**config.mk**
```make
export PLATFORM = sky130hd
export DESIGN_NAME = object_rom_arbiter
export DESIGN_NICKNAME = d
export VERILOG_FILES = /design/src/rtl/object_rom_arbiter.sv
export SDC_FILE = /design/constraint.sdc
export NUM_CORES = 1
export LEC_CHECK = 0
export BUFFER_PORTS_ARGS = -buffer_cell sky130_fd_sc_hd__buf_4
export CORE_MARGIN = 3
export CORE_UTILIZATION = 49
export CTS_BUF_LIST = sky130_fd_sc_hd__clkbuf_4 sky130_fd_sc_hd__clkbuf_8 sky130_fd_sc_hd__clkbuf_16
export CTS_CLUSTER_DIAMETER = 100
export DETAILED_ROUTE_END_ITERATION = 10
export PLACE_DENSITY = 0.95
export SLEW_MARGIN = 10
export SYNTH_ARGS = -nofsm -noshare
export SYNTH_HDL_FRONTEND = slang
export SYNTH_SLANG_ARGS = --single-unit
```
**constraint.sdc**
```tcl
create_clock -name clk -period 5.17 [get_ports clk]
set_clock_uncertainty 0.2 [all_clocks]
set_input_delay 0 -clock clk [delete_from_list [all_inputs] [get_ports clk]]
set_output_delay 0 -clock clk [all_outputs]
set_load 0.02 [all_outputs]
```
**src/rtl/object_rom_arbiter.sv**
```systemverilog
// Round-robin arbiter sharing one object ROM reader port between NUM_REQ sprite pipelines.
// One lookup is accepted per cycle. The granted request's row/col/index are registered
// onto the ROM reader inputs. A tag pipeline, ROM_LAT+1 stages deep, tracks each lookup
// in flight. It returns the colour to the originating requester with a transparency flag.
//
// Ports:
//   clk, reset_n          clock, asynchronous active-low reset
//   req_valid/req_ready   per-requester handshake (ready is the one-hot grant)
//   req_row/col/index     packed per-requester lookup fields (requester i at [W*i +: W])
//   rom_row/col/index     registered address and index to the ROM reader
//   rom_color             colour from the reader, ROM_LAT cycles after the address
//   rsp_valid/id/color    single-cycle response, in issue order
//   rsp_transparent       colour is TRANSPARENT_COLOR or the request index was 0
module object_rom_arbiter #(
    parameter int unsigned NUM_REQ           = 4,
    parameter int unsigned ID_W              = 2,
    parameter int unsigned ROM_LAT           = 1,
    parameter logic [11:0] TRANSPARENT_COLOR = 12'hF0F
) (
    input  logic                  clk,
    input  logic                  reset_n,
    input  logic [NUM_REQ-1:0]    req_valid,
    output logic [NUM_REQ-1:0]    req_ready,
    input  logic [NUM_REQ*10-1:0] req_row,
    input  logic [NUM_REQ*10-1:0] req_col,
    input  logic [NUM_REQ*3-1:0]  req_index,
    output logic [9:0]            rom_row,
    output logic [9:0]            rom_col,
    output logic [2:0]            rom_index,
    input  logic [11:0]           rom_color,
    output logic                  rsp_valid,
    output logic [ID_W-1:0]       rsp_id,
    output logic [11:0]           rsp_color,
    output logic                  rsp_transparent
);

    localparam int unsigned Depth = ROM_LAT + 1;

    logic [ID_W-1:0] ptr_q, ptr_d;
    logic            grant_any;
    logic [ID_W-1:0] grant_id;
    logic [9:0]      grant_row, grant_col;
    logic [2:0]      grant_index;

    logic [Depth-1:0]           tag_valid_q;
    logic [Depth-1:0]           tag_zero_q;
    logic [Depth-1:0][ID_W-1:0] tag_id_q;

    // Two passes give the rotated search order: first requesters at or above ptr,
    // then anything still valid below it.
    always_comb begin
        grant_any   = 1'b0;
        grant_id    = '0;
        grant_row   = '0;
        grant_col   = '0;
        grant_index = '0;
        req_ready   = '0;
        for (int unsigned j = 0; j < NUM_REQ; j++) begin
            if (!grant_any && req_valid[j] && (j >= 32'(ptr_q))) begin
                grant_any   = 1'b1;
                grant_id    = ID_W'(j);
                grant_row   = req_row[j*10 +: 10];
                grant_col   = req_col[j*10 +: 10];
                grant_index = req_index[j*3 +: 3];
                req_ready[j] = 1'b1;
            end
        end
        for (int unsigned j = 0; j < NUM_REQ; j++) begin
            if (!grant_any && req_valid[j]) begin
                grant_any   = 1'b1;
                grant_id    = ID_W'(j);
                grant_row   = req_row[j*10 +: 10];
                grant_col   = req_col[j*10 +: 10];
                grant_index = req_index[j*3 +: 3];
                req_ready[j] = 1'b1;
            end
        end
    end

    always_comb begin
        ptr_d = ptr_q;
        if (grant_any) begin
            ptr_d = (32'(grant_id) == NUM_REQ - 1) ? '0 : grant_id + ID_W'(1);
        end
    end

    always_ff @(posedge clk or negedge reset_n) begin
        if (!reset_n) begin
            ptr_q <= '0;
        end else begin
            ptr_q <= ptr_d;
        end
    end

    // Idle cycles force index 0 so the reader returns colour 0; row/col just hold.
    always_ff @(posedge clk or negedge reset_n) begin
        if (!reset_n) begin
            rom_row   <= '0;
            rom_col   <= '0;
            rom_index <= '0;
        end else if (grant_any) begin
            rom_row   <= grant_row;
            rom_col   <= grant_col;
            rom_index <= grant_index;
        end else begin
            rom_index <= '0;
        end
    end

    // Stage 0 lines up with the registered ROM address; the last stage lines up with
    // the colour coming back from the reader.
    always_ff @(posedge clk or negedge reset_n) begin
        if (!reset_n) begin
            tag_valid_q <= '0;
            tag_zero_q  <= '0;
            tag_id_q    <= '0;
        end else begin
            tag_valid_q <= {tag_valid_q[Depth-2:0], grant_any};
            tag_zero_q  <= {tag_zero_q[Depth-2:0], (grant_index == 3'd0)};
            tag_id_q    <= {tag_id_q[Depth-2:0], grant_id};
        end
    end

    always_ff @(posedge clk or negedge reset_n) begin
        if (!reset_n) begin
            rsp_valid       <= 1'b0;
            rsp_id          <= '0;
            rsp_color       <= '0;
            rsp_transparent <= 1'b0;
        end else if (tag_valid_q[Depth-1]) begin
            rsp_valid       <= 1'b1;
            rsp_id          <= tag_id_q[Depth-1];
            rsp_color       <= rom_color;
            rsp_transparent <= (rom_color == TRANSPARENT_COLOR) | tag_zero_q[Depth-1];
        end else begin
            rsp_valid <= 1'b0;
        end
    end

endmodule

```
**After elaboration in Yosys (flattened, before gate mapping)**

Index checks and enable logic that the tools add are counted.

- Register bits after elaboration: 49
- Bits in latches: 0
- Memory bits (writable): 0
- Memory bits (read-only): 0
- Bits of input ports: 110
- Output and inout port bits: 43
- Word-level logic and storage cells: 86
- Memories: 0

- $add $sub $neg: 1
- $mul: 0
- Div/mod/pow operators: 0
- Order comparisons: 3
- Eq/ne operators: 2
- Shift operators: 0
- Mux-type cells: 49
- Bitwise logic cells: 1
- Reduce and logical (&&, ||, !) cells: 18

Operators by type and width:

| operator | number |
|---|---|
| 10-bit 2-to-1 mux | 16 |
| 3-bit 2-to-1 mux | 9 |
| 1-bit 2-to-1 mux | 17 |
| 2-bit 2-to-1 mux | 7 |
| 12-bit equality test, second input constant | 1 |
| 1-bit logical AND | 10 |
| 1-bit logical NOT | 7 |
| 1-bit by 2-bit >= comparator with 1-bit output, first input constant | 2 |
| 3-bit logical NOT | 1 |
| 2-bit by 1-bit adder with 2-bit output, second input constant | 1 |
| 2-bit equality test, second input constant | 1 |
| 2-bit >= comparator, first input constant | 1 |
| 1-bit OR | 1 |

**Depth between registers and ports, before layout**

- Word-level depth: 28
- Mapped depth: 8
- Depth with buffers taken out: 7

**Worst setup path after synthesis**

OpenSTA, ideal clock, no wires.

- Path kind: flip-flop to flip-flop
- Start: register ptr_q[0]
- End: register rom_col[7]
- Setup time: 0.124 ns
- Arrival: 1.630 ns
- Setup slack: 3.216 ns
- Stages on the path, launching flop included: 8
- Buffers on the path: 2
- Period minus slack after synthesis: 1.954 ns
- Cell sequence: dfrtp_1 > buf_2 > nand2_2 > a2111o_1 > buf_2 > a21oi_1 > o21ai_1 > a211o_1

- Word-level cells in the longest chain between the ends: 26

RTL lines:

| element | RTL line | text |
|---|---|---|
| from (decl) | 39 | `logic [ID_W-1:0] ptr_q, ptr_d;` |
| from (signal assigned) | 91 | `ptr_q <= ptr_d;` |
| 1-bit by 2-bit >= comparator with 1-bit output | 59 | `if (!grant_any && req_valid[j] && (j >= 32'(ptr_q))) begin` |
| 1-bit logical AND | 59 |  |
| 1-bit 2-to-1 mux | 59 |  |
| 1-bit logical NOT | 59 |  |
| 1-bit logical AND (2 in series) | 59 |  |
| 1-bit 2-to-1 mux | 59 |  |
| 1-bit logical NOT | 59 |  |
| 1-bit logical AND (2 in series) | 59 |  |
| [... 8 more ...] | -- |  |
| 1-bit logical AND | 69 | `if (!grant_any && req_valid[j]) begin` |
| 1-bit 2-to-1 mux | 69 |  |
| 1-bit logical NOT | 69 |  |
| 1-bit logical AND | 69 |  |
| 1-bit 2-to-1 mux | 69 |  |
| 1-bit logical NOT | 69 |  |
| 1-bit logical AND | 69 |  |
| 10-bit 2-to-1 mux or 1-bit 2-to-1 mux (tied branches) | 69 |  |
| to (signal assigned) | 103 | `rom_col <= grant_col;` |
| to (decl) | 28 | `output logic [9:0] rom_col,` |

Several ways; a longest one is shown, not always the timed one.
A chain may end at the register's enable or synchronous reset.

**Worst setup path after layout**

- Start: register ptr_q[1]
- End: register tag_zero_q[0]

- Word-level cells in the longest chain between the ends: 27

RTL lines:

| element | RTL line | text |
|---|---|---|
| 1-bit by 2-bit >= comparator with 1-bit output | 59 |  |
| 1-bit logical AND | 59 |  |
| 1-bit 2-to-1 mux | 59 |  |
| 1-bit logical NOT | 59 |  |
| 1-bit logical AND (2 in series) | 59 |  |
| 1-bit 2-to-1 mux | 59 |  |
| 1-bit logical NOT | 59 |  |
| 1-bit logical AND (2 in series) | 59 |  |
| [... 9 more ...] | -- |  |
| 1-bit 2-to-1 mux | 69 |  |
| 1-bit logical NOT | 69 |  |
| 1-bit logical AND | 69 |  |
| 1-bit 2-to-1 mux | 69 |  |
| 1-bit logical NOT | 69 |  |
| 1-bit logical AND | 69 |  |
| 3-bit 2-to-1 mux (*) | 69 |  |
| 3-bit logical NOT (*) | 119 | `tag_zero_q <= {tag_zero_q[Depth-2:0], (grant_index == 3'd0)};` |
| to (signal assigned) | 119 |  |
| to (decl) | 46 | `logic [Depth-1:0] tag_zero_q;` |

Mark *: on every way between the ends. The rest lies on a longest branch, timed or not.

==> metrics.md <==
| Metric | Value |
|---|---|
| Port Buffers | `152` |
| Crit Path Class | `reg2reg` |
| Die outline area | `between 0.006 and 0.007 mm^2` |
| Drc violations | `0` |
| Data arrival, critical path | `4.48 ns` |
| Register bit total from synthesis | `49` |
| Mapped Area | `0.002932 mm^2` |
| Final hold vios | `0` |
| Slew Limit Fails | `0` |
| GRT Util Overall | `0.3379` |
| Total power | `1.877 mW` |
| CP endpoint kind | `register` |
| Die X | `83.35 um` |
| Distinct cell type count after synthesis | `50` |
| F_max | `223.1 MHz` |
| Core footprint | `roughly 0.0056 mm^2` |
| Maximum number of pins on one net before global-route repair | `50` |
| Per-cell routed wire length | `19.78 um` |
| Sink Count | `around 50` |
| Cell count after synthesis | `roughly 320` |
| Antenna violations before repair | `0` |
| Period utilisation layout | `0.8669` |
| # IOs | `153` |
| Worst Path Required | `5.16 ns` |
| Met1 Usage GRT | `0.4072` |
| Final setup TNS | `0 ns` |
| PD cells | `383.5 mW/mm^2` |
| Critical Path Sink | `tag_zero_q[0]` |
| First-pass GRT wire length | `19080 um` |
| Met2 Use GR | `0.5882` |
| Reg2Reg Launch Point | `ptr_q[1]` |
| Sequential area share after synthesis | `0.4183` |
| Max_cap viols | `0` |
| RSZ-0062 raised after global routing | `no` |
| Lkg Pwr | `2.370 nW` |
| Drt first pass iters | `5` |
| Initial core utilization | `0.5196` |
| Met3 Use GR | `0.05357` |
| CTS Buf Count | `5` |
| GRT busiest layer | `met2` |
| Final wirelength | `11810 um` |
| Worst reg2reg setup slack | `0.69 ns` |
| Mean Syn Cell Area | `9.248 um^2` |
| Post-synth EDFFs | `0` |
| Clock buffer depth | `2` |
| Share of cells above drive strength 1 | `0.3543` |
| Routed vias | `3719` |
| Worst hold-check path type | `in2reg` |
| Iteration-0 DRC Markers | `455` |
| Syn_nets | `~430` |
| Total grt overflow | `0` |
| Clock transition at path regs | `0.09 ns` |
| Hpwl dp | `7185 um` |
| Htree depth | `2` |
| Warnings, synthesis | `0` |
| Relative max-transition margin | `0.2810` |
| Number of global-route vias before repair | `3881` |
| Area Overhead vs Synth | `66.92%` |
| Maximum VDD drop | `0.2375 mV` |
| Status | `finished, final reports clean` |
| Final ANT Viol Nets | `0` |
| Setup crit start | `ptr_q[1]` |
| Worst-path fanout max | `34` |
| Prevailing post-synth register cell | `dfrtp_1` |
| RePlAce Congestion | `0.8589` |
| Worst reg2reg path depth | `8` |
| Post-layout min period | `roughly 4.5 ns` |
| Worst r2r dst | `tag_zero_q[0]` |
| Row count | `27` |
| Nets | `634` |
| DR vias/cell | `slightly above 6` |
| Hold path startpoint | `req_valid[0]` |
| CTS tree | `done` |
| Clk_lat worst skew | `0.31 ns` |
| Post-CTS Resized | `0` |
| Antenna cells | `0` |
| Root Driver | `clkbuf_8` |
| Final Setup Violations | `0` |
| Worst-margin pin slew | `1.077 ns` |
| Async SR Flop Fraction | `1.000` |
| Die Y | `approximately 83 um` |
| Crit path launch type | `register` |
==> routing by layer <==
| layer | vias to the layer above | wire, um |
|---|---|---|
| li1 | 1605 | - |
| met1 | 1757 | 4223 |
| met2 | 295 | 5954 |
| met3 | 62 | 1148 |
| met4 | 0 | 482 |
| met5 | - | 0 |
==> how the worst min path moves through the flow <==
stage / to / slack [ns] / cells past startpoint
detailed placement: rsp_color[1] / -0.14 / 1
floorplan: ptr_q[0] / -0.50 / 0
global route: ptr_q[1] / 0.07 / 3
global placement: rom_col[7] / -0.14 / 1
CTS: ptr_q[1] / 0.02 / 3
finish: ptr_q[1] / 0.04 / 4
==> layout make-up <==
| class | count | area (um^2) |
|---|---|---|
| Timing Repair Buffer | 229 | 1907 |
| Clock buffer | 5 | 68.82 |
| Clock inverter | 3 | 22.52 |
| Fill cell | 272 | 748.2 |
| Inverter | 23 | 86.33 |
| Tap cell | 72 | 90.09 |
| Sequential cell | 49 | 1226 |
| Multi-Input combinational cell | 216 | 1493 |
==> state kept, by name, indices dropped and copies added, names as in the netlist, 2 cells and up <==
register     cells
rsp_color       12
rom_col         10
rom_row         10
tag_id_q         4
rom_index        3
ptr_q            2
rsp_id           2
tag_valid_q      2
tag_zero_q       2
==> through the flow <==
stage	util	cells	worst slack [ns]	instance area [um^2]	hold slack, ns
final	0.8674	597	0.6883	4893	0.03813
after global routing	0.8674	597	0.5166	4893	0.06884
after CTS	0.8674	597	0.8321	4893	0.01801
after detailed placement	0.7181	514	2.294	4051	-0.1406
after global placement	0.7181	514	2.341	4051	-0.1434
after floorplan	-	317	3.216	2932	-0.4956
==> placed cells by master (no fill, tap or decap), types with 13 or more instances in the layout <==
master,instances
o21ai_0,16
and3_1,13
a221oi_1,13
buf_4,154
dfrtp_1,49
dlygate4sd3_1,75
o21ai_1,15
nand3_1,13
nand2_1,19
inv_1,22
a21oi_1,32
a211o_1,13
mux2_2,14
==> kinds of logic (layout without fill, tap and decap cells) <==
family / count (synthesis) / after routing / share of synthesized area
multiplexers: 17 / 17 / 0.06445
flip-flops: 49 / 49 / 0.4183
buffers and inverters: 52 / 260 / 0.07469
AND/OR/NAND/NOR: 80 / 80 / 0.1571
AO/OA/AOI/OAI: 119 / 119 / 0.2855
==> power by group <==
group	total, mW	internal, mW	switching [mW]
combinational	1.02	0.524	0.493
clock	0.235	0.0963	0.139
sequential	0.624	0.508	0.116
==> repair_timing <==
| item | CTS | global route |
|---|---|---|
| setup buffers | 0 | 0 |
| hold endpoints to repair | 88 | 0 |
| hold buffers | 75 | 0 |
==> cells in the mapped netlist (2+ instances only) <==
library cell,count,area share
a211o_1,13,0.039
a21oi_1,32,0.055
a221oi_1,13,0.039
a222oi_1,7,0.024
a31oi_1,2,0.0043
a32oi_1,2,0.0060
and2_1,2,0.0043
and3_1,13,0.028
and4_1,3,0.0090
and4b_1,2,0.0068
buf_1,3,0.0038
buf_2,7,0.012
buf_6,2,0.0077
clkbuf_1,17,0.022
dfrtp_1,49,0.42
inv_1,22,0.028
mux2_2,14,0.054
mux2i_1,2,0.0068
nand2_1,19,0.024
nand2b_1,5,0.011
nand3_1,13,0.022
nor2_1,7,0.0090
nor2_2,2,0.0043
nor3b_1,3,0.0077
nor4bb_1,2,0.0068
o21ai_0,16,0.027
o21ai_1,15,0.026
o221ai_1,7,0.021
o2bb2ai_1,2,0.0060
==> critical path, cell delays in order (launching register included) <==
cell,delay (ns)
dfrtp_1,1.02
nand2_2,0.22
nor4b_2,0.73
a221o_1,0.25
dlygate4sd3_1,0.54
nor3b_1,0.05
dlygate4sd3_1,0.59
and4_1,0.20
dlygate4sd3_1,0.55
Note: power is estimated with default switching activity, not from simulation.
